### src/rtl/serial_pkg.sv
// Shared types and sizing helpers for the serial shift transmitter.
package serial_pkg;

    typedef enum logic [0:0] {IDLE, SHIFT} ser_state_t;

    localparam int unsigned DEFAULT_WIDTH = 8;

    function automatic int unsigned CNT_W(input int unsigned width);
        return $clog2(width);
    endfunction

endpackage

### src/rtl/bit_down_counter.sv
// Bit counter for the shift stage: loads WIDTH-1, counts down on enable, flags zero.
module bit_down_counter
    import serial_pkg::*;
#(
    parameter int unsigned WIDTH = DEFAULT_WIDTH
) (
    input  logic clk_i,
    input  logic rst_ni,
    input  logic load_i,
    input  logic en_i,
    output logic zero_o
);

    localparam int unsigned CntW = CNT_W(WIDTH);
    localparam logic [CntW-1:0] LoadVal = CntW'(WIDTH - 1);

    logic [CntW-1:0] cnt_q, cnt_d;

    always_comb begin
        cnt_d = cnt_q;
        // A load wins over a decrement so a back-to-back word restarts cleanly.
        if (load_i) begin
            cnt_d = LoadVal;
        end else if (en_i && (cnt_q != '0)) begin
            cnt_d = cnt_q - 1'b1;
        end
    end

    always_ff @(posedge clk_i or negedge rst_ni) begin
        if (!rst_ni) begin
            cnt_q <= '0;
        end else begin
            cnt_q <= cnt_d;
        end
    end

    assign zero_o = (cnt_q == '0);

endmodule

### src/rtl/serial_shift_tx.sv
// Parallel-to-serial shift stage: loads a word via valid/ready and emits it LSB first.
module serial_shift_tx
    import serial_pkg::*;
#(
    parameter int unsigned WIDTH = DEFAULT_WIDTH
) (
    input  logic             clk_i,
    input  logic             rst_ni,
    input  logic             load_valid_i,
    output logic             load_ready_o,
    input  logic [WIDTH-1:0] load_data_i,
    input  logic             shift_en_i,
    output logic             ser_out_o,
    output logic             ser_valid_o,
    output logic             done_o
);

    ser_state_t       state_q, state_d;
    logic [WIDTH-1:0] shreg_q, shreg_d;
    logic             done_q, done_d;

    logic cnt_zero;
    logic cnt_load;
    logic cnt_en;
    logic last_shift;
    logic accept;

    bit_down_counter #(
        .WIDTH (WIDTH)
    ) u_cnt (
        .clk_i  (clk_i),
        .rst_ni (rst_ni),
        .load_i (cnt_load),
        .en_i   (cnt_en),
        .zero_o (cnt_zero)
    );

    // The final bit being consumed frees the stage in the same cycle.
    assign last_shift   = (state_q == SHIFT) && cnt_zero && shift_en_i;
    assign load_ready_o = (state_q == IDLE) || last_shift;
    assign accept       = load_valid_i && load_ready_o;

    always_comb begin
        state_d  = state_q;
        shreg_d  = shreg_q;
        done_d   = last_shift;
        cnt_load = accept;
        cnt_en   = 1'b0;
        unique case (state_q)
            IDLE: begin
                if (accept) begin
                    shreg_d = load_data_i;
                    state_d = SHIFT;
                end
            end
            SHIFT: begin
                if (shift_en_i) begin
                    cnt_en  = 1'b1;
                    shreg_d = {1'b0, shreg_q[WIDTH-1:1]};
                    if (cnt_zero) begin
                        state_d = accept ? SHIFT : IDLE;
                    end
                    if (accept) begin
                        shreg_d = load_data_i;
                    end
                end
            end
            default: state_d = IDLE;
        endcase
    end

    always_ff @(posedge clk_i or negedge rst_ni) begin
        if (!rst_ni) begin
            state_q <= IDLE;
            shreg_q <= '0;
            done_q  <= 1'b0;
        end else begin
            state_q <= state_d;
            shreg_q <= shreg_d;
            done_q  <= done_d;
        end
    end

    assign ser_valid_o = (state_q == SHIFT);
    assign ser_out_o   = (state_q == SHIFT) ? shreg_q[0] : 1'b0;
    assign done_o      = done_q;

endmodule

### config.mk
export PLATFORM = sky130hd
export DESIGN_NAME = serial_shift_tx
export DESIGN_NICKNAME = d
export VERILOG_FILES = /design/src/rtl/serial_pkg.sv /design/src/rtl/bit_down_counter.sv /design/src/rtl/serial_shift_tx.sv
export SDC_FILE = /design/constraint.sdc
export NUM_CORES = 1
export LEC_CHECK = 0
export ABC_AREA = 0
export BUFFER_PORTS_ARGS = -buffer_cell sky130_fd_sc_hd__buf_2
export CORE_MARGIN = 10
export CORE_UTILIZATION = 39
export DETAILED_ROUTE_END_ITERATION = 6
export PLACE_DENSITY = 0.65
export SLEW_MARGIN = 20
export SYNTH_ARGS = -nofsm -noshare
export SYNTH_HDL_FRONTEND = slang
export SYNTH_HIERARCHICAL = 1
export SYNTH_SLANG_ARGS = --single-unit
### constraint.sdc
create_clock -name clk_i -period 2.7 [get_ports clk_i]
set_input_delay 0 -clock clk_i [delete_from_list [all_inputs] [get_ports clk_i]]
set_output_delay 0 -clock clk_i [all_outputs]
set_load 0.1 [all_outputs]
==> qor.yml, run 1 <==
critical_path:
  ff2ff_path_depth: 8
  crit_start: "u_cnt/cnt_q[0]"
  endpoint_kind: "primary output"
  required_ps: 2700
  crit_end: "load_ready_o"
  critPathMaxFanout: 8
  crit_arrival_ps: 1760
  crit_path_start_kind: "flip-flop"
  worstSetupPathType: "flip-flop to primary output"
  r2r_end: "u_cnt/cnt_q[0]"
  r2r_setup_slack_ps: 1010
  reg2reg_from: "u_cnt/cnt_q[0]"
sta:
  tightest_slew_ps: 491.7
  clock_skew_ps: 4.013
  finalMaxSlewViolations: 0
  hold_viol_final: 0
  maxSlewHeadroom_pct: 67.44
  finalSetupTns_ps: 0
  finalCriticalPeriod_ps: 1764
  rsz0062_at_grt: "false"
  fin_crit_sh_pct: 65.32
  max_freq_mhz: 567.0
  setup_viol: 0
global_routing:
  grt_overflow: 0
  grt_pass1_vias: 615
  grt_util_all_layers_pct: 8.605
  antenna_found_initial: 0
  grt_pass1_wl_um: 2787
  grt_max_degree: 17
cts:
  cts_made_buffers: 3
  clock_tree.root_cell: "clkbuf_4"
  clk_path_buf_depth: 2
  ctsResizeCount: 0
  cts_tree: "done"
  clock_sinks: 13
  htreeDepth: 1
  clk_pin_slew_ps: 80
  clk-insertion-delay-late_ps: 270
detailed_routing:
  drc: 0
  ant_nets: 0
  first_pass_iters: 4
  wl_um: 1571
  drt-initial-drc-count: 34
  routed_via_density: 5.008
  route.detailed.wl_per_inst_um: 12.88
  via_count: 611
power_and_ir_drop:
  ir_drop_v: 0.0005399
  swShare_pct: 43.57
  combPwrFrac_pct: 46.9
  p_leak_uw: 0.0004278
  power.density_nw_per_um2: 917.8
  p_sw_uw: 357.2
  power_frac_clock_pct: 14.6
  power_frac_seq_pct: 38.5
  internal_power_uw: 462.6
  p_total_uw: 819.9
floorplan:
  rows: 15
  die-area_um2: 3873
  io_pins: 16
  initial_core_util_pct: 40.73
  die_h_um: 62.24
  core_um2: 1708
  die_w_um: 62.24
synth:
  synth.area.top_cells: "dfrtp_1 47%, nand3_1 5.8%, a31oi_1 5.4%"
  synth_cell_type_count: 23
  ys.flop_type: "dfrtp_1"
  yosysTopAreaCell: "dfrtp_1"
  synth_nets: 86
  synth_seq_cells: 13
  ys_top_cells_by_count: "13 x dfrtp_1, 8 x nand3_1, 7 x nor2_1, 7 x o21ai_0, 6 x a31oi_1"
  synthCells: 72
  synth.yosys.warnings: 6
  yosysSeqAreaShare_pct: 46.76
  synth_top_cell_area_share_pct: 46.76
  syn-cell-area_um2: 695.7
  synth_enable_flop_cells: 0
  synth_most_common_cell: "dfrtp_1"
  async_flop_share_pct: 100.0
  syn_area_per_cell_um2: 9.662
place:
  portBuffers: 15
  hpwlAfterDp_um: 1076
  routabilityCongestion: 0.7575
cells_and_area:
  drive_gt1_share_pct: 23.71
  nNetsFinal: 112
  antenna_cells: 0
  fillers: 168
  area_growth_pct: 28.42
outcome:
  outcome: "complete, no violations"
run:
  maxCapViolCount: 0
hold_path:
  hp-class: "input pin to flip-flop"
==> through the flow <==
step	instances	setup slack [ps]	cell area [um2]	hold WS (ps)	utilization, %
after floorplan	72	4.203	695.7	-295.6	-
after global placement	109	1088	777.0	-88.09	45.49
after detailed placement	109	1037	777.0	-85.95	45.49
after CTS	122	914.1	893.4	9.426	52.31
after global routing	122	790.2	893.4	14.69	52.31
final	122	936.5	893.4	16.02	52.31
==> flip-flops by register name (all words and copies together) (netlist names) <==
signal and count:
ser_valid_o 1, done_o 1, u_cnt/cnt_q 3, shreg_q 8
==> kinds of logic after synthesis <==
family	after synthesis	synth area share (%)
adders and majority gates	2	3.597
and+or+nand+nor	29	24.46
buffers and inverters	8	6.295
muxes	1	2.158
AOI/OAI and AO/OA	19	16.73
DFF	13	46.76
==> power by group through the flow <==
| stage | clock network (uW) | logic, uW | registers [uW] |
|---|---|---|---|
| after global routing | 138 | 427 | 327 |
| final | 120 | 384 | 316 |
| after detailed placement | 0 | 377 | 321 |
| after floorplan | 0 | 294 | 337 |
| after CTS | 126 | 390 | 318 |
| after global placement | 0 | 370 | 318 |
==> how the worst min path moves through the flow <==
stage / startpoint / to / slack, ps / cells after the start
finish: load_data_i[4] / shreg_q[4] / 20 / 3
global placement: rst_ni / shreg_q[0] / -90 / 1
CTS: load_data_i[4] / shreg_q[4] / 9 / 3
global route: load_data_i[4] / shreg_q[4] / 10 / 3
floorplan: rst_ni / done_o / -300 / 0
detailed placement: rst_ni / shreg_q[0] / -90 / 1
==> cell type report <==
type / count / area (um2) / share of cell area (%)
multi-input combinational: 51 / 326.6 / 36.55
timing repair buffer: 24 / 165.2 / 18.49
tap: 25 / 31.28 / 3.501
clock buffer: 4 / 26.28 / 2.941
sequential: 13 / 325.3 / 36.41
inverter: 5 / 18.77 / 2.101
==> layer usage <==
metal	GRT usage (%)	vias up	part of all wire [%]
met2	12.56	18	43
met1	10.81	284	49
li1	-	307	-
met3	3.047	2	7.6
met5	0	-	0
met4	4.286	0	0.76
==> cells in the final DEF, fill, tap and decap left out, drive strengths merged <==
| cell | count |
|---|---|
| a211o | 1 |
| a21oi | 2 |
| a31oi | 7 |
| and2 | 3 |
| and3 | 2 |
| and4bb | 2 |
| buf | 15 |
| clkbuf | 4 |
| dfrtp | 13 |
| dlygate4sd3 | 9 |
| ha | 2 |
| inv | 5 |
| mux2 | 1 |
| nand2 | 2 |
| nand2b | 2 |
| nand3 | 8 |
| nor2 | 9 |
| nor3b | 1 |
| o211ai | 1 |
| o21ai | 8 |
==> critical path, cell delays in order (launching register included) <==
cell and delay, ps:
dfrtp_1 400, inv_1 60, ha_1 140, ha_1 270, nand2_1 80, nand2_1 100
buf_2 440
==> timing repair <==
action / CTS / global route
hold buffers: 9 / 0
buffers inserted: 0 / 0
hold endpoints to repair: 21 / 0
No activity file was read; power rests on OpenSTA's default activity.
==> run 2, diff against run 1 <==
--- a/config.mk
+++ b/config.mk
@@ -10,7 +10,7 @@
 export CORE_MARGIN = 10
 export CORE_UTILIZATION = 39
 export DETAILED_ROUTE_END_ITERATION = 6
-export PLACE_DENSITY = 0.65
+export PLACE_DENSITY = 0.67
 export SLEW_MARGIN = 20
 export SYNTH_ARGS = -nofsm -noshare
 export SYNTH_HDL_FRONTEND = slang
==> constraint.sdc (replaced) <==
create_clock -name clk_i -period 1.6 [get_ports clk_i]
set_input_delay 0 -clock clk_i [delete_from_list [all_inputs] [get_ports clk_i]]
set_output_delay 0 -clock clk_i [all_outputs]
set_load 0.1 [all_outputs]
==> qor.yml, run 2 (same netlist as run 1, synthesis figures left out) <==
critical_path:
  crit_arrival_ps: 1720  # -40 ps
  ff2ff_path_depth: 8  # unchanged
  r2r_end: "u_cnt/cnt_q[0]"
  crit_end: "u_cnt/cnt_q[0]"
  critPathMaxFanout: 7  # -1
  endpoint_kind: "flip-flop"
  reg2reg_from: "u_cnt/cnt_q[1]"
  crit_path_start_kind: "flip-flop"
  worstSetupPathType: "flip-flop to flip-flop"
  required_ps: 1810  # -890 ps
  r2r_setup_slack_ps: 90  # -920 ps
  crit_start: "u_cnt/cnt_q[1]"
sta:
  rsz0062_at_grt: "true"
  finalCriticalPeriod_ps: 1510
  clock_skew_ps: 4.146  # +0.1330 ps
  finalMaxSlewViolations: 0  # unchanged
  max_freq_mhz: 662.2
  maxSlewHeadroom_pct: 67.34  # -0.11 points
  hold_viol_final: 0  # unchanged
  fin_crit_sh_pct: 94.39
  tightest_slew_ps: 493.3  # +1.623 ps
  setup_viol: 0  # unchanged
  timing.final.ws_setup_ps: 89.80  # -846.7 ps
  holdWs_ps: 10.93  # -5.093 ps
detailed_routing:
  drt-initial-drc-count: 20  # -41%
  first_pass_iters: 4  # unchanged
  ant_nets: 0  # unchanged
  via_count: 617  # +0.98%
  route.detailed.wl_per_inst_um: 12.95  # +0.58%
  wl_um: 1593  # +1.4%
  drc: 0  # unchanged
  routed_via_density: 5.016  # +0.16%
cts:
  cts_made_buffers: 3  # unchanged
  clk-insertion-delay-late_ps: 280  # about the same
  clk_pin_slew_ps: 80  # about the same
  clk_path_buf_depth: 2  # unchanged
  cts_tree: "done"
  htreeDepth: 1  # unchanged
  clock_sinks: 13  # unchanged
  clock_tree.root_cell: "clkbuf_4"
place:
  dpl.cell_count: 109  # unchanged
  hpwlAfterDp_um: 1111  # +3.3%
  portBuffers: 15  # unchanged
  routabilityCongestion: 0.7555  # -0.26%
  place_ws_ps: 63.00  # -973.7 ps
floorplan:
  core_um2: 1708  # unchanged
  die-area_um2: 3873  # unchanged
  die_h_um: 62.24  # unchanged
  initial_core_util_pct: 40.73  # unchanged
  io_pins: 16  # unchanged
  die_w_um: 62.24  # unchanged
  rows: 15  # unchanged
power_and_ir_drop:
  combPwrFrac_pct: 50.5  # +3.6 points
  p_sw_uw: 656.6  # +84%
  internal_power_uw: 861.5  # +86%
  ir_drop_v: 0.0008866  # +64%
  power_frac_clock_pct: 13.6  # -1.0 points
  power_frac_seq_pct: 35.9  # -2.6 points
  swShare_pct: 43.25  # -0.32 points
  p_total_uw: 1518  # +85%
  p_leak_uw: 0.0004471  # +4.5%
  power.density_nw_per_um2: 1556  # +69%
outcome:
  outcome: "complete, no violations"
global_routing:
  grt_max_degree: 17  # unchanged
  grt_pass1_wl_um: 2849  # +2.2%
  grt_overflow: 0  # unchanged
  antenna_found_initial: 0  # unchanged
  grt_util_all_layers_pct: 8.944  # +0.34 points
  grt_pass1_vias: 631  # +2.6%
cells_and_area:
  largest-register: "shreg_q"
  drive_gt1_share_pct: 35.71  # +12 points
  largestRegisters: "shreg_q (8), u_cnt/cnt_q (3)"
  nNetsFinal: 113  # +0.89%
  fin_cells: 123  # +0.82%
  largest_reg_flops: 8  # unchanged
  antenna_cells: 0  # unchanged
  layout_commonest_cell: "buf_2"
  layout_common_cells: "14 x buf_2, 12 x dfrtp_1, 9 x dlygate4sd3_1"
  area_growth_pct: 40.29
run:
  maxCapViolCount: 0  # unchanged
hold_path:
  hp-class: "input pin to flip-flop"
run 2: how the worst min path moves through the flow:
stage	slack, ps	depth (start not counted)	startpoint	endpoint
after floorplan	-300	0	rst_ni	done_o
after global placement	-100	1	rst_ni	shreg_q[3]
after detailed placement	-90	1	rst_ni	shreg_q[3]
after CTS	20	3	load_data_i[4]	shreg_q[4]
after global routing	30	3	load_data_i[4]	shreg_q[4]
final	10	3	load_data_i[4]	shreg_q[4]
run 2: layout make-up:
type,instances,area (um2)
Inverter,5,18.77
Multi-Input combinational cell,51,382.9
Tap cell,25,31.28
Fill cell,152,732.0
Sequential cell,13,329.1
Clock buffer,4,26.28
Timing Repair Buffer,25,187.7
run 2: repair_timing:
item,CTS,global route
endpoints found under the setup margin,0,8
resized for setup,0,6
setup buffers,0,1
hold endpoints to repair,21,0
hold buffers,9,0
run 2: per-layer routing:
metal	part of all wire, %	wire length, um	GRT usage (%)
met1	41	657	10.02
met2	50	798	14.62
met3	8.0	127	4.839
met4	0.63	10	1.714
met5	0	0	0
run 2: worst max-delay path, stage by stage, from the launching register on:
cell and delay [ps]:
dfrtp_1 400, inv_1 70, ha_2 190, ha_4 190, nand2_4 70, nand2_8 60, and2_4 160, and4bb_1 220
a21oi_2 90
run 2: per-stage QoR:
stage | area (um2) | utilization [%] | setup TNS (ps)
after floorplan | 739.5 | - | 0
after global placement | 835.8 | 48.94 | 0
after detailed placement | 835.8 | 48.94 | 0
after CTS | 952.2 | 55.75 | 0
after global routing | 975.9 | 57.14 | -24.98
final | 975.9 | 57.14 | 0
run 2: power by group through the flow:
| stage | sequential (uW) | clock, uW | combinational (uW) |
|---|---|---|---|
| after global placement | 543 | 0 | 703 |
| final | 545 | 207 | 767 |
| after global routing | 565 | 239 | 839 |
| after detailed placement | 546 | 0 | 729 |
| after CTS | 542 | 215 | 740 |
| after floorplan | 575 | 0 | 548 |
==> run 3, diff against run 2 <==
--- a/config.mk
+++ b/config.mk
@@ -7,10 +7,12 @@
 export LEC_CHECK = 0
 export ABC_AREA = 0
 export BUFFER_PORTS_ARGS = -buffer_cell sky130_fd_sc_hd__buf_2
+export CELL_PAD_IN_SITES_DETAIL_PLACEMENT = 1
+export CELL_PAD_IN_SITES_GLOBAL_PLACEMENT = 2
 export CORE_MARGIN = 10
-export CORE_UTILIZATION = 39
+export CORE_UTILIZATION = 28
 export DETAILED_ROUTE_END_ITERATION = 6
-export PLACE_DENSITY = 0.67
+export PLACE_DENSITY = 0.76
 export SLEW_MARGIN = 20
 export SYNTH_ARGS = -nofsm -noshare
 export SYNTH_HDL_FRONTEND = slang
==> qor.yml, run 3 (same netlist as run 1, synthesis figures left out) <==
outcome:
  outcome: "complete, no violations"
power_and_ir_drop:
  p_total_uw: 1490  # -1.9%
  p_leak_uw: 0.0004338  # -3.0%
  power.density_nw_per_um2: 1583  # +1.8%
  ir_drop_v: 0.0009639  # +8.7%
global_routing:
  grt_pass1_wl_um: 3098  # +8.7%
  grt_overflow: 0  # unchanged
  antenna_found_initial: 0  # unchanged
  grt_util_all_layers_pct: 7.586  # -1.4 points
  grt_max_degree: 17  # unchanged
  grt_pass1_vias: 647  # +2.5%
cells_and_area:
  largest_reg_flops: 8  # unchanged
  layout_commonest_cell: "buf_2"
  area_growth_pct: 35.25
  fin_cells: 125  # +1.6%
  antenna_cells: 0  # unchanged
  drive_gt1_share_pct: 32.63  # -3.1 points
  layout_common_cells: "14 x buf_2, 12 x dfrtp_1, 8 x nand3_1"
  largest-register: "shreg_q"
  fillers: 296  # +95%
  largestRegisters: "shreg_q (8), u_cnt/cnt_q (3)"
  nNetsFinal: 110  # -2.7%
  fin_util_pct: 38.68  # -18 points
critical_path:
  worstSetupPathType: "flip-flop to flip-flop"
  cp_top_family: "simple AND/OR/NAND/NOR gates"
  endpoint_kind: "flip-flop"
  required_ps: 1770  # -40 ps
  crit_buf_inv: 1  # unchanged
  critPathMaxFanout: 6  # -1
  cpPeakStageDelay_ps: 370  # -30 ps
  ff2ff_path_depth: 8  # unchanged
  critPathSlowestCell: "dfrtp_1"
  crit_path_start_kind: "flip-flop"
  crit_cells: 8  # unchanged
  path_cells: "inv_1 -> ha_1 -> ha_4 -> nand2_4 -> nand2_8 -> and2_4 -> and4bb_1 -> a21oi_1"
  crit_arrival_ps: 1690  # -30 ps
run:
  maxCapViolCount: 0  # unchanged
place:
  dpl.cell_count: 114  # +4.6%
  hpwlAfterDp_um: 1276  # +15%
  place_ws_ps: 21.59  # -41.42 ps
  routabilityCongestion: 0.6725  # -11%
  portBuffers: 15  # unchanged
detailed_routing:
  first_pass_iters: 2  # -2
  drt-initial-drc-count: 22  # +10%
  routed_via_density: 4.928  # -1.8%
  route.detailed.wl_per_inst_um: 14.00  # +8.1%
  drc: 0  # unchanged
  via_count: 616  # -0.16%
  wl_um: 1750  # +9.9%
  ant_nets: 0  # unchanged
floorplan:
  core_um2: 2432  # +42%
  die-area_um2: 4878  # +26%
  die_h_um: 69.85  # +12%
  initial_core_util_pct: 28.60  # -12 points
  rows: 18  # +3
  die_w_um: 69.85  # +12%
  io_pins: 16  # unchanged
cts:
  htreeDepth: 1  # unchanged
  clk_path_buf_depth: 2  # unchanged
  cts_tree: "done"
  clk-insertion-delay-late_ps: 280  # about the same
  clock_tree.root_cell: "clkbuf_4"
  clock_sinks: 13  # unchanged
  clk_pin_slew_ps: 80  # about the same
  cts_made_buffers: 3  # unchanged
sta:
  max_freq_mhz: 657.6  # -0.69%
  finalSetupTns_ps: 0  # unchanged
  hold_viol_final: 0  # unchanged
  clock_skew_ps: 2.679  # -1.467 ps
  tightest_slew_ps: 490.5  # -2.872 ps
  setup_viol: 0  # unchanged
  fin_crit_sh_pct: 95.04  # +0.65 points
  maxSlewHeadroom_pct: 67.53  # +0.19 points
  finalMaxSlewViolations: 0  # unchanged
  finalCriticalPeriod_ps: 1521  # +10.45 ps
  timing.final.ws_setup_ps: 79.35  # -10.45 ps
hold_path:
  holdPathStages: 3  # unchanged
  hp-class: "input pin to flip-flop"
## run 3: changes by cell type in the layout (fill, tap and decap cells not counted), sizes merged
cell,before,now
dlygate4sd3,9,6
## run 3: layout make-up
cell class              instances  area, um2  share of cell area (%)
multi-input cells              51      371.6                   39.49
flip-flops and latches         13      329.1                   34.97
repair buffers                 22      157.7                   16.76
well taps                      30      37.54                   3.989
clock buffers                   4      26.28                   2.793
inverters                       5      18.77                   1.995
## run 3: worst register-to-register path, stage by stage, from the launching register on
cell	delay (ps)
dfrtp_1	370
inv_1	50
ha_1	220
ha_4	190
nand2_4	80
nand2_8	60
and2_4	160
and4bb_1	240
a21oi_1	40
## run 3: where the power goes
part / internal (uW) / switching, uW / total [uW]
Combinational: 292 / 448 / 740
Clock: 96.7 / 111 / 207
Sequential: 455 / 87.4 / 543
## run 3: worst paths after layout
check	startpoint	endpoint	slack (ps)
worst min-delay path	load_data_i[2]	shreg_q[2]	3
worst max-delay path	u_cnt/cnt_q[0]	u_cnt/cnt_q[1]	80
worst max register to register	u_cnt/cnt_q[0]	u_cnt/cnt_q[1]	80
max in group asynchronous	rst_ni	ser_valid_o	1190
worst min register to register	u_cnt/cnt_q[2]	u_cnt/cnt_q[2]	490
min in group asynchronous	rst_ni	u_cnt/cnt_q[0]	140
## run 3: per-layer routing
| metal | up-vias | share of wire (%) | GRT usage, % |
|---|---|---|---|
| met4 | 0 | 1.7 | 2.632 |
| met3 | 2 | 7.1 | 3.720 |
| met2 | 13 | 45 | 11.08 |
| li1 | 302 | - | - |
| met1 | 299 | 46 | 9.357 |
| met5 | - | 0 | 0 |
## run 3: stage by stage
step	instance area, um2	hold WS [ps]
5_1_grt	940.9	12.82
3_5_place_dp	842.1	-86.49
6_report	940.9	3.001
3_3_place_gp	842.1	-87.33
4_1_cts	928.4	4.348
2_1_floorplan	739.5	-295.6
## run 3: repair_timing
action                     CTS  global route
gates resized for setup      0             5
buffers inserted             0             1
setup endpoints to repair    0             9
hold buffers                 6             0
hold endpoints to repair    18             0
